===== src/rtl/dma_write_status_gen.sv =====
// dma_write_status_gen: counts bytes written per descriptor and pushes one status word per completed descriptor.
// Ports: clk/reset_n (async active-low reset); chain_start_i restarts the index and aborts any descriptor in flight;
// desc_start_i/desc_length_i/desc_last_i/desc_ready_o form the descriptor handshake; wr_beat_i/wr_be_i/wr_eop_i
// report accepted AVMM write beats; dma_status_fifo_* is the status FIFO write side;
// status_push_count_o is a wrapping count of status words pushed.
module dma_write_status_gen #(
  parameter int BE_WIDTH  = 4,
  parameter int MAX_INDEX = 255
) (
  input  logic                clk,
  input  logic                reset_n,
  input  logic                chain_start_i,
  input  logic                desc_start_i,
  input  logic [15:0]         desc_length_i,
  input  logic                desc_last_i,
  output logic                desc_ready_o,
  input  logic                wr_beat_i,
  input  logic [BE_WIDTH-1:0] wr_be_i,
  input  logic                wr_eop_i,
  input  logic                dma_status_fifo_almost_full_i,
  output logic                dma_status_fifo_wr_req_o,
  output logic [24:0]         dma_status_fifo_data_o,
  output logic [15:0]         status_push_count_o
);
  typedef enum logic [1:0] {IDLE, ACTIVE, PUSH} state_t;
  state_t state_q, state_d;
  logic [15:0] len_q, count_q, count_nx;
  logic [7:0]  index_q;
  logic        last_q, accept, beat_en, push, abort, reached;
  logic [16:0] pop, sum;
  always_comb begin
    pop = '0;
    for (int i = 0; i < BE_WIDTH; i++) pop = pop + 17'(wr_be_i[i]);
  end
  // 17-bit sum so the clamp comparison sees carries; the stored count never exceeds the length
  assign sum          = {1'b0, count_q} + pop;
  assign reached      = sum >= {1'b0, len_q};
  assign count_nx     = reached ? len_q : sum[15:0];
  assign abort        = chain_start_i && state_q != IDLE;
  assign desc_ready_o = state_q == IDLE;
  always_comb begin
    state_d = state_q;
    accept  = 1'b0;
    beat_en = 1'b0;
    push    = 1'b0;
    case (state_q)
      IDLE: begin
        accept = desc_start_i;
        if (desc_start_i) state_d = desc_length_i == '0 ? PUSH : ACTIVE;
      end
      ACTIVE: begin
        beat_en = wr_beat_i && !chain_start_i;
        if (chain_start_i) state_d = IDLE;
        else if (wr_beat_i && (reached || wr_eop_i)) state_d = PUSH;
      end
      PUSH: begin
        push = !chain_start_i && !dma_status_fifo_almost_full_i;
        if (chain_start_i || !dma_status_fifo_almost_full_i) state_d = IDLE;
      end
      default: state_d = IDLE;
    endcase
  end
  always_ff @(posedge clk or negedge reset_n) begin
    if (!reset_n) begin
      state_q                  <= IDLE;
      len_q                    <= '0;
      last_q                   <= 1'b0;
      count_q                  <= '0;
      index_q                  <= '0;
      dma_status_fifo_wr_req_o <= 1'b0;
      dma_status_fifo_data_o   <= '0;
      status_push_count_o      <= '0;
    end else begin
      state_q                  <= state_d;
      dma_status_fifo_wr_req_o <= push;
      if (push) begin
        dma_status_fifo_data_o <= {last_q, index_q, count_q};
        status_push_count_o    <= status_push_count_o + 16'd1;
      end
      if (chain_start_i) index_q <= '0;
      else if (push) index_q <= index_q == 8'(MAX_INDEX) ? '0 : index_q + 8'd1;
      if (accept) begin
        len_q   <= desc_length_i;
        last_q  <= desc_last_i;
        count_q <= '0;
      end else if (abort) count_q <= '0;
      else if (beat_en) count_q <= count_nx;
    end
  end
endmodule


===== config.mk =====
export PLATFORM = sky130hd
export DESIGN_NAME = dma_write_status_gen
export DESIGN_NICKNAME = d
export VERILOG_FILES = /design/src/rtl/dma_write_status_gen.sv
export SDC_FILE = /design/constraint.sdc
export NUM_CORES = 1
export LEC_CHECK = 0
export ABC_AREA = 1
export BUFFER_PORTS_ARGS = -buffer_cell sky130_fd_sc_hd__buf_4
export CELL_PAD_IN_SITES_DETAIL_PLACEMENT = 1
export CELL_PAD_IN_SITES_GLOBAL_PLACEMENT = 1
export CORE_ASPECT_RATIO = 0.7
export CORE_MARGIN = 2
export CORE_UTILIZATION = 46
export DETAILED_ROUTE_END_ITERATION = 8
export PLACE_DENSITY_LB_ADDON = 0.12
export SYNTH_ARGS = -nofsm -noshare
export SYNTH_HDL_FRONTEND = slang
export SYNTH_SLANG_ARGS = --single-unit

===== constraint.sdc =====
create_clock -name clk -period 5.95 [get_ports clk]
set_clock_uncertainty 0.05 [all_clocks]
set_input_delay 0.2975 -clock clk [delete_from_list [all_inputs] [get_ports clk]]
set_output_delay 0.2975 -clock clk [all_outputs]
set_load 0.05 [all_outputs]

Word level (Yosys, flattened, before mapping)
Cells that the tools add are included.
W data, S select, Z words.
{ "op_classes": {"eq_ne": 6, "magnitude_cmp": 1, "add_sub_neg": 6, "reduce_logical": 14, "muxes": 16} }
{ "op_table": {"columns": ["operator", "count"], "rows": [
  ["$mux W16", 4],
  ["$mux W8", 3],
  ["$add A16 B4 Y17", 1],
  ["$ge A17 B16 Y1", 1],
  ["$add A16 B1 Y16 const B", 1],
  ["$logic_not A16 Y1", 1],
  ["$mux W2", 5],
  ["$add A8 B1 Y8 const B", 1],
  ["$eq A8 B8 Y1 const B", 1],
  ["$pmux W2 S3", 1],
  ["$add A3 B1 Y4", 1],
  ["$logic_and A1 B1 Y1", 4],
  ["$ne A2 B2 Y1 const B", 2],
  ["$reduce_bool A2 Y1", 2],
  ["$add A2 B1 Y3", 1],
  ["$mux W1", 3],
  ["$ne A3 B3 Y1 const B", 1],
  ["$reduce_and A3 Y1", 1],
  ["$reduce_bool A3 Y1", 1],
  ["$add A1 B1 Y2", 1],
  ["$eq A2 B1 Y1 const B", 1],
  ["$eq A2 B2 Y1 const B", 1],
  ["$logic_not A1 Y1", 2],
  ["$logic_not A2 Y1", 1],
  ["$logic_or A1 B1 Y1", 2]
]} }
{ "word_totals": {"register_bits": 85, "out_inout_bits": 43, "word_cells": 51} }

Longest topological paths before layout
Gate-level depths: netlist of run 1.
{ "depth": {"word_depth": 10, "depth_mapped": 24} }

Least setup slack after synthesis of run 1
Ideal clock, no wire load.
{ "synth_timing": {"path_type": "input-to-reg", "startpoint": "input port wr_be_i[0]", "endpoint": "register count_q[3]", "arrival_time_ns": 3.239, "n_path_buf": 1, "setup_ns": 0.121, "cell_stages": 21, "slack_ns": 2.540, "cell_sequence": "fa_1 inv_1 fa_1 inv_1 fa_1 inv_1 nor2_4 nand3_2 nor3_1 xor2_1 inv_1 ha_1 nand2_1 nor2_1 nand4_1 nand3_1 nand2_1 nand3_2 buf_2 o21ai_0 o21ai_1"} }
{ "synth_between": {"elab_chain_len": 9} }
{ "synth_rtl": {"columns": ["element", "line", "text"], "rows": [
  ["start, declared", "18", "input logic [BE_WIDTH-1:0] wr_be_i,"],
  ["$add A1 B1 Y2 (*)", "33", "for (int i = 0; i < BE_WIDTH; i++) pop = pop + 17'(wr_be_i[i]);"],
  ["$add A2 B1 Y3 (*)", "33", null],
  ["$add A3 B1 Y4 (*)", "33", null],
  ["$add A16 B4 Y17 (*)", "36", "assign sum = {1'b0, count_q} + pop;"],
  ["$ge A17 B16 Y1", "37", "assign reached = sum >= {1'b0, len_q};"],
  ["$mux W16 (*)", "38", "assign count_nx = reached ? len_q : sum[15:0];"],
  ["$mux W16 (*)", "87", "else if (beat_en) count_q <= count_nx;"],
  ["$mux W16 (*)", "86", "end else if (abort) count_q <= '0;"],
  ["$mux W16 (*)", "82", "if (accept) begin"],
  ["end signal, assigned", "87", null],
  ["end, declared", "27", "logic [15:0] len_q, count_q, count_nx;"]
]} }
Mark *: on every way between the ends. The rest lies on a longest branch, timed or not. The select of a mux whose other input is x is not followed.
A chain may end at the register's enable or synchronous reset.

Worst setup path after layout of run 1
{ "layout_timing": {"startpoint": "input port wr_be_i[0]", "endpoint": "register count_q[5]"} }
Same word-level chain as after synthesis.

==> flow_summary_export.csv, run 1 <==
group,metric,value,unit
final_layout,fin_nets,660,
critical_path,crit_slowest_cell,"fa_1",
clock_network,hold_buffers,0,
clock_network,cts_tree,"built",
synth,yosys_warnings,0,
timing,tightestPinTransition,1.08,ns
timing,setup-violations-final,0,
run_status,status,"finished clean",
clock_network,path_clk_slew,0.07,ns
timing,slew_headroom,0.281,
floorplanning,fp.coreArea,9610,µm²
timing,setup-tns-final,0,ns
critical_path,start_kind,"input port",
detailed_routing,drc,0,
final_layout,area_growth,21.0,%
synth,synth_seq_area_share,0.471,
detailed_routing,post_drt_wl_per_cell,15.3,µm
synth,netlist_area,4520,µm²
critical_path,end_kind,"flop",
global_routing,antenna_found_initial,0,
timing,layout_setup_ws,2.11,ns
floorplanning,fp-row-count,30,
global_routing,grt_pass1_wl,19100,µm
critical_path,required,6.16,ns
power_and_ir_drop,leakage,2.84,nW
final_layout,layout_commonest_cell,"nand2_1",
detailed_routing,drt_pass1_iterations,5,
final_layout,finalNonFillerCells,743,
floorplanning,start_util,0.470,
timing,rsz0062_at_grt,"false",
placed_design,gp_congestion,0.825,
detailed_routing,wirelength,11400,µm
job,cap_violations,0,
detailed_routing,ant_nets,0,
timing,hold_violations,0,
placed_design,io_buffers,70,
synth,avgSynthCellArea,8.34,µm²
clock_network,h-tree-depth,3,
placed_design,pre_cts_ws,1.77,ns
timing,final_max_slew_viol_count,0,
clock_network,numCtsBuffers,9,
power_and_ir_drop,p_per_area,361,nW/µm²
placed_design,place_hpwl,8670,µm
worst_hold_path,hold_class,"in -> async",
timing,fin_crit,3.84,ns
clock_network,cts_sinks,85,
detailed_routing,vias,3737,
critical_path,path_class,"in -> reg",
clock_network,clock_latency,0.34,ns
floorplanning,die_w,122,µm
floorplanning,die_y,86.9,µm
critical_path,cp_cell_sequence,"buf_4, fa_1, inv_1, fa_1, inv_1, fa_1, inv_1, nor2_4, nand2_1, nor2_1, xor2_1, inv_1, ha_1, nand2_1, nand2_1, nand2_1, nand2_1, nand2_1, nand3_1, nand2_1, nand3_2, inv_2, nor2_1, o21ai_1",
timing,max_freq,261,MHz
critical_path,crit_fanout,21,
global_routing,grt-ovfl-total,0,
global_routing,grt_pass1_vias,3786,
clock_network,cts.repair.resized,0,
timing,period_share,0.645,
synth,yosysUniqueCellTypes,34,
critical_path,critPathMaxStageDelay,0.53,ns
critical_path,crit_path_frequent_cell,"nand2_1",
synth,ys_ff_latch,85,
global_routing,grtUsageTotal,0.234,
clock_network,clk_path_buf_depth,2,
final_layout,drive_gt1_frac,0.179,
floorplanning,die_area,10600,µm²
synth,synthCells,542,
clock_network,root_buffer,"clkbuf_16",
power_and_ir_drop,irDropWorstVdd,221,µV
final_layout,final_cell_mix,"nand2_1 (122), inv_1 (90), dfrtp_1 (85)",
detailed_routing,viasPerCell,5.03,
critical_path,arrival,4.05,ns
floorplanning,boundaryPins,71,
clock_network,postCtsSetupRepairBufs,0,
final_layout,n_antenna_cell,0,
detailed_routing,drt_iter0_markers,201,
global_routing,grt_max_degree,86,
placed_design,post-place-cells,727,
synth,synth_nets,592,
cells in the mapped netlist, drive strengths merged:
| cell type | count | area, µm² |
|---|---|---|
| o211ai | 1 | 7.51 |
| a21o | 1 | 7.51 |
| a31oi | 1 | 6.26 |
| xor2 | 20 | 175 |
| o21ai | 72 | 360 |
| buf | 4 | 31.3 |
| mux2 | 1 | 11.3 |
| nor3 | 9 | 50.1 |
| dfrtp | 85 | 2130 |
| nand3 | 17 | 118 |
| fa | 3 | 60.1 |
| clkbuf | 9 | 33.8 |
| nand4 | 10 | 62.6 |
| nand3b | 1 | 7.51 |
| o22ai | 5 | 31.3 |
| ha | 19 | 238 |
| xnor2 | 8 | 70.1 |
| clkinv | 1 | 5.00 |
| a21oi | 14 | 70.1 |
| nand2 | 126 | 483 |
| nor2 | 40 | 195 |
| nor4 | 2 | 18.8 |
| inv | 93 | 349 |
logic make-up (layout without fill, tap and decap cells):
group                    count (synthesis)  in the layout  synth area share
AND/OR/NAND/NOR                        205            205             0.207
buffers and inverters                  107            180            0.0928
AO/OA/AOI/OAI                           94             94             0.107
flip-flops                              85             85             0.471
XOR/XNOR                                28             28            0.0543
adder cells (fa/ha/maj)                 22             22            0.0659
multiplexers                             1              1           0.00249
final timing paths:
kind,start,end,slack [ns],depth (start not counted)
max reg2reg,count_q[0]$_DFFE_PN0P_,count_q[5]$_DFFE_PN0P_,2.28,22
max in group asynchronous,reset_n,state_q[0]$_DFFE_PN0P_,5.06,1
max,wr_be_i[0],count_q[5]$_DFFE_PN0P_,2.11,24
min reg2reg,dma_status_fifo_data_o[2]$_DFFE_PN0P_,dma_status_fifo_data_o[2]$_DFFE_PN0P_,0.43,2
min,reset_n,dma_status_fifo_data_o[3]$_DFFE_PN0P_,0.08,1
min in group clk,desc_last_i,last_q$_DFFE_PN0P_,0.14,2
final cells by class:
| class | count | area [µm²] |
|---|---|---|
| clock buffer | 9 | 225 |
| fill | 1198 | 4140 |
| clock inverter | 7 | 105 |
| sequential | 85 | 2130 |
| tap | 128 | 160 |
| multi-input combinational | 350 | 1970 |
| timing repair buffer | 70 | 526 |
| inverter | 94 | 354 |
metal layers:
| layer | up-vias | routed length (µm) | GRT usage |
|---|---|---|---|
| met5 | - | 0 | 0 |
| met2 | 72 | 5070 | 0.360 |
| met4 | 0 | 131 | 0.0596 |
| li1 | 1847 | - | - |
| met1 | 1807 | 5740 | 0.342 |
| met3 | 11 | 456 | 0.0452 |
registers in the layout, indices dropped and copies added, names as in the netlist:
| name | cells |
|---|---|
| dma_status_fifo_data_o | 25 |
| count_q | 16 |
| len_q | 16 |
| status_push_count_o | 16 |
| index_q | 8 |
| state_q | 2 |
| dma_status_fifo_wr_req_o | 1 |
| last_q | 1 |
worst max-delay path, delay by kind of cell:
kind,cells,cell delay [ns]
xor+xnor,1,0.17
compound gates,1,0.16
fa+ha+maj,4,1.40
buf+inv,6,0.75
simple gates,12,1.28
report_power, final:
group          switching, mW  internal [mW]
combinational          0.402          0.181
clock                  0.246          0.374
sequential            0.0995          0.674
through the flow:
step	total power, mW	hold WS, ns	area, µm²	util
after floorplan	1.16	-0.0481	4520	-
after global placement	1.33	0.416	5140	0.535
after detailed placement	1.36	0.424	5140	0.535
after CTS	1.99	0.132	5470	0.569
after global routing	2.10	0.135	5470	0.569
final	1.98	0.0811	5470	0.569
(Power assumes the default switching activity.)
==> inputs of run 2 (changes only) <==
- ABC_AREA: 1 -> 0
- CORE_UTILIZATION: 46 -> 39
- clock period: 5.95 -> 3.21 ns (I/O delays scaled with it)
==> run 2 against run 1 <==
The run now ends with negative setup slack left. Area after synthesis increased by 0.39%. Routed wire length increased by 26%. Largest cell class is now multi-input gates. Register-to-register slack got worse by 2.8 ns. Synthesized cell count decreased by 9.6%. Largest power group unchanged. First-iteration DRC count decreased by 8.0%. Utilization decreased by 3.1 points. Non-clock buffer count increased by 49. Design area increased by 9.9%. Highest routed layer unchanged. Worst setup slack got worse by 2.7 ns. Clock power increased by 53%. Sequential share of layout area decreased by 3.5 points.
==> flow_summary_export.csv, run 2 <==
group,metric,value,unit
run_status,status,"finished with violations",
run_status,violations,"negative setup slack",
synth,synthFlopType,"dfrtp_1",
clock_network,clock_latency,0.34,ns
synth,async_flop_share,1.00,
synth,synth_compound_area_frac,0.106,
clock_network,path_clk_slew,0.06,ns
final_layout,area_growth,32.5,%
synth,netlist_area,4540,µm²
synth,synth_seq_area_share,0.469,
placed_design,place_hpwl,9730,µm
synth,yosys-top-cells-area,"dfrtp_1 (47%), nand2_1 (11%), ha_1 (5.2%)",
power_and_ir_drop,irDropWorstVdd,288,µV
synth,synth_adder_area_share,0.0657,
final_layout,final_cell_mix,"nand2_1 (133), buf_4 (105), dfrtp_1 (85)",
power_and_ir_drop,leakage,2.93,nW
final_layout,final_area,6010,µm²
global_routing,grt_pass1_vias,4210,
clock_network,root_buffer,"clkbuf_16",
critical_path,arrival,3.92,ns
timing,tightestPinTransition,0.745,ns
floorplanning,die_y,94.2,µm
critical_path,path_class,"in -> reg",
synth,synthSimpleGateAreaFrac,0.220,
detailed_routing,viasPerCell,5.17,
synth,synth_top_area_cell,"dfrtp_1",
critical_path,cp-startpoint,"wr_be_i[0]",
detailed_routing,vias,3906,
final_layout,largest_register,"dma_status_fifo_data_o",
critical_path,start_kind,"input port",
timing,max_freq,266,MHz
final_layout,fin_nets,648,
global_routing,grt-ovfl-total,0,
job,cap_violations,0,
critical_path,reg2reg_depth,16,
synth,yosysUniqueCellTypes,52,
timing,rsz0062_at_grt,"true",
timing,setup-violations-final,18,
synth,synth-edff-count,0,
floorplanning,die_area,12500,µm²
clock_network,numCtsBuffers,9,
detailed_routing,ant_nets,0,
synth,synth_nets,540,
clock_network,h-tree-depth,3,
global_routing,grtUsageTotal,0.232,
detailed_routing,drc,0,
detailed_routing,post_drt_wl_per_cell,19.0,µm
timing,final_max_slew_viol_count,0,
final_layout,n_antenna_cell,0,
synth,synthCells,490,
synth,synthMuxAreaShare,0.0331,
global_routing,grt_pass1_wl,22400,µm
global_routing,grt_max_degree,55,
floorplanning,fp.coreArea,11200,µm²
timing,layout_setup_ws,-0.550,ns
detailed_routing,drt_iter0_markers,185,
synth,avgSynthCellArea,9.26,µm²
final_layout,drive_gt1_frac,0.284,
detailed_routing,wirelength,14300,µm
global_routing,antenna_found_initial,0,
critical_path,crit_fanout,8,
synth,ys_ff_latch,85,
power_and_ir_drop,p_per_area,558,nW/µm²
placed_design,placed_area,5420,µm²
timing,slew_headroom,0.504,
timing,period_share,1.17,
final_layout,largest_register_ffs,25,
critical_path,end_kind,"flop",
timing,setup-tns-final,-8.84,ns
placed_design,io_buffers,70,
critical_path,r2r_slack,-0.50,ns
synth,synth-xor-area-share,0.0618,
synth,synth_common_cells,"nand2_1 (133), dfrtp_1 (85), nor2_1 (26)",
clock_network,cts_tree,"built",
critical_path,reg2reg_from,"count_q[0]$_DFFE_PN0P_",
synth,yosys_warnings,0,
floorplanning,start_util,0.406,
synth,synth_most_common_cell,"nand2_1",
synth,yosysTopAreaCellShare,0.469,
placed_design,gp_congestion,0.889,
critical_path,r2r_end,"count_q[15]$_DFFE_PN0P_",
final_layout,layout_commonest_cell,"nand2_1",
floorplanning,fp-row-count,32,
detailed_routing,drt_pass1_iterations,4,
floorplanning,die_w,133,µm
critical_path,required,3.37,ns
clock_network,cts_sinks,85,
clock_network,clk_path_buf_depth,2,
floorplanning,boundaryPins,71,
worst_hold_path,hold_class,"in -> reg",
synth,synth_top_family_by_area,"simple AND/OR/NAND/NOR gates",
timing,fin_crit,3.76,ns
timing,hold_violations,0,
critical_path,endpoint,"count_q[15]$_DFFE_PN0P_",
## run 2: changes by cell type in the layout (fill, tap and decap cells not counted), sizes merged, moves of 8 or more
cell / before / now
o21ai: 72 / 39
o2bb2ai: 0 / 8
mux2i: 0 / 15
inv: 95 / 24
xnor2: 8 / 20
buf: 70 / 112
xor2: 20 / 12
nor2: 40 / 26
## run 2: through the flow
| stage | power, mW | hold WS [ns] | cells | util | worst slack (ns) |
|---|---|---|---|---|---|
| 6_report | 3.35 | 0.00639 | 755 | 0.538 | -0.550 |
| 3_5_place_dp | 2.30 | 0.219 | 724 | 0.485 | -0.849 |
| 4_1_cts | 3.29 | 0.00287 | 747 | 0.520 | -0.382 |
| 5_1_grt | 3.52 | 0.0159 | 755 | 0.538 | -0.666 |
| 2_1_floorplan | 1.92 | -0.185 | 490 | - | -0.382 |
| 3_3_place_gp | 2.25 | 0.207 | 724 | 0.485 | -0.679 |
## run 2: logic make-up after synthesis
| group | after synthesis |
|---|---|
| AND/OR/NAND/NOR | 219 |
| flip-flops | 85 |
| AO/OA/AOI/OAI | 71 |
| buffers and inverters | 46 |
| XOR/XNOR | 32 |
| adder cells (fa/ha/maj) | 22 |
| multiplexers | 15 |
## run 2: what timing repair did
action | 4_1_cts | 5_1_grt
cloned | 0 | 0
hold buffers | 7 | 0
buffers inserted | 1 | 8
pin swaps | 11 | 8
hold endpoints to repair | 58 | 0
resized for setup | 11 | 24
setup endpoints to repair | 18 | 18
## run 2: critical path: stages
cell and delay (ns):
buf_6 0.09, fa_1 0.54, inv_2 0.04, fa_2 0.36, inv_2 0.07, fa_2 0.22
inv_2 0.06, nor3_4 0.29, nand4_1 0.20, xnor2_2 0.21, ha_4 0.31, nand4_1 0.18
o41ai_4 0.39, a221oi_2 0.12, o211ai_4 0.15, buf_8 0.19, mux2i_1 0.23, o21ai_1 0.09
## run 2: how the worst min path moves through the flow
stage          cells after the start              from                                endpoint  slack, ns
6_report                           3  desc_length_i[5]                    len_q[5]$_DFFE_PN0P_      0.006
5_1_grt                            3  desc_length_i[5]                    len_q[5]$_DFFE_PN0P_       0.02
4_1_cts                            3  desc_length_i[5]                    len_q[5]$_DFFE_PN0P_      0.003
3_5_place_dp                       1           reset_n  dma_status_fifo_data_o[12]$_DFFE_PN0P_       0.22
3_3_place_gp                       1           reset_n  dma_status_fifo_data_o[12]$_DFFE_PN0P_       0.21
2_1_floorplan                      0           reset_n                  count_q[0]$_DFFE_PN0P_      -0.19
## run 2: metal layers
metal  global-route usage  share of wire  vias up
li1                     -              -     1857
met1                0.317           0.47     1970
met2                0.391           0.48       68
met3               0.0431          0.036       11
met4               0.0403         0.0085        0
met5                    0              0        -
## run 2: where the power goes
| group | internal (mW) | switching, mW | total (mW) | leakage [nW] |
|---|---|---|---|---|
| Clock | 0.519 | 0.427 | 0.947 | 0.125 |
| Sequential | 1.21 | 0.125 | 1.34 | 1.15 |
| Combinational | 0.385 | 0.681 | 1.07 | 1.66 |
| Total | 2.12 | 1.23 | 3.35 | 2.93 |
## run 2: area by class of cell
| cell class | count | area [µm²] |
|---|---|---|
| Tap cell | 153 | 191 |
| Timing Repair Buffer | 119 | 941 |
| Clock buffer | 11 | 233 |
| Inverter | 24 | 90.1 |
| Multi-Input combinational cell | 359 | 2400 |
| Fill cell | 1288 | 5160 |
| Clock inverter | 4 | 26.3 |
| Sequential cell | 85 | 2130 |
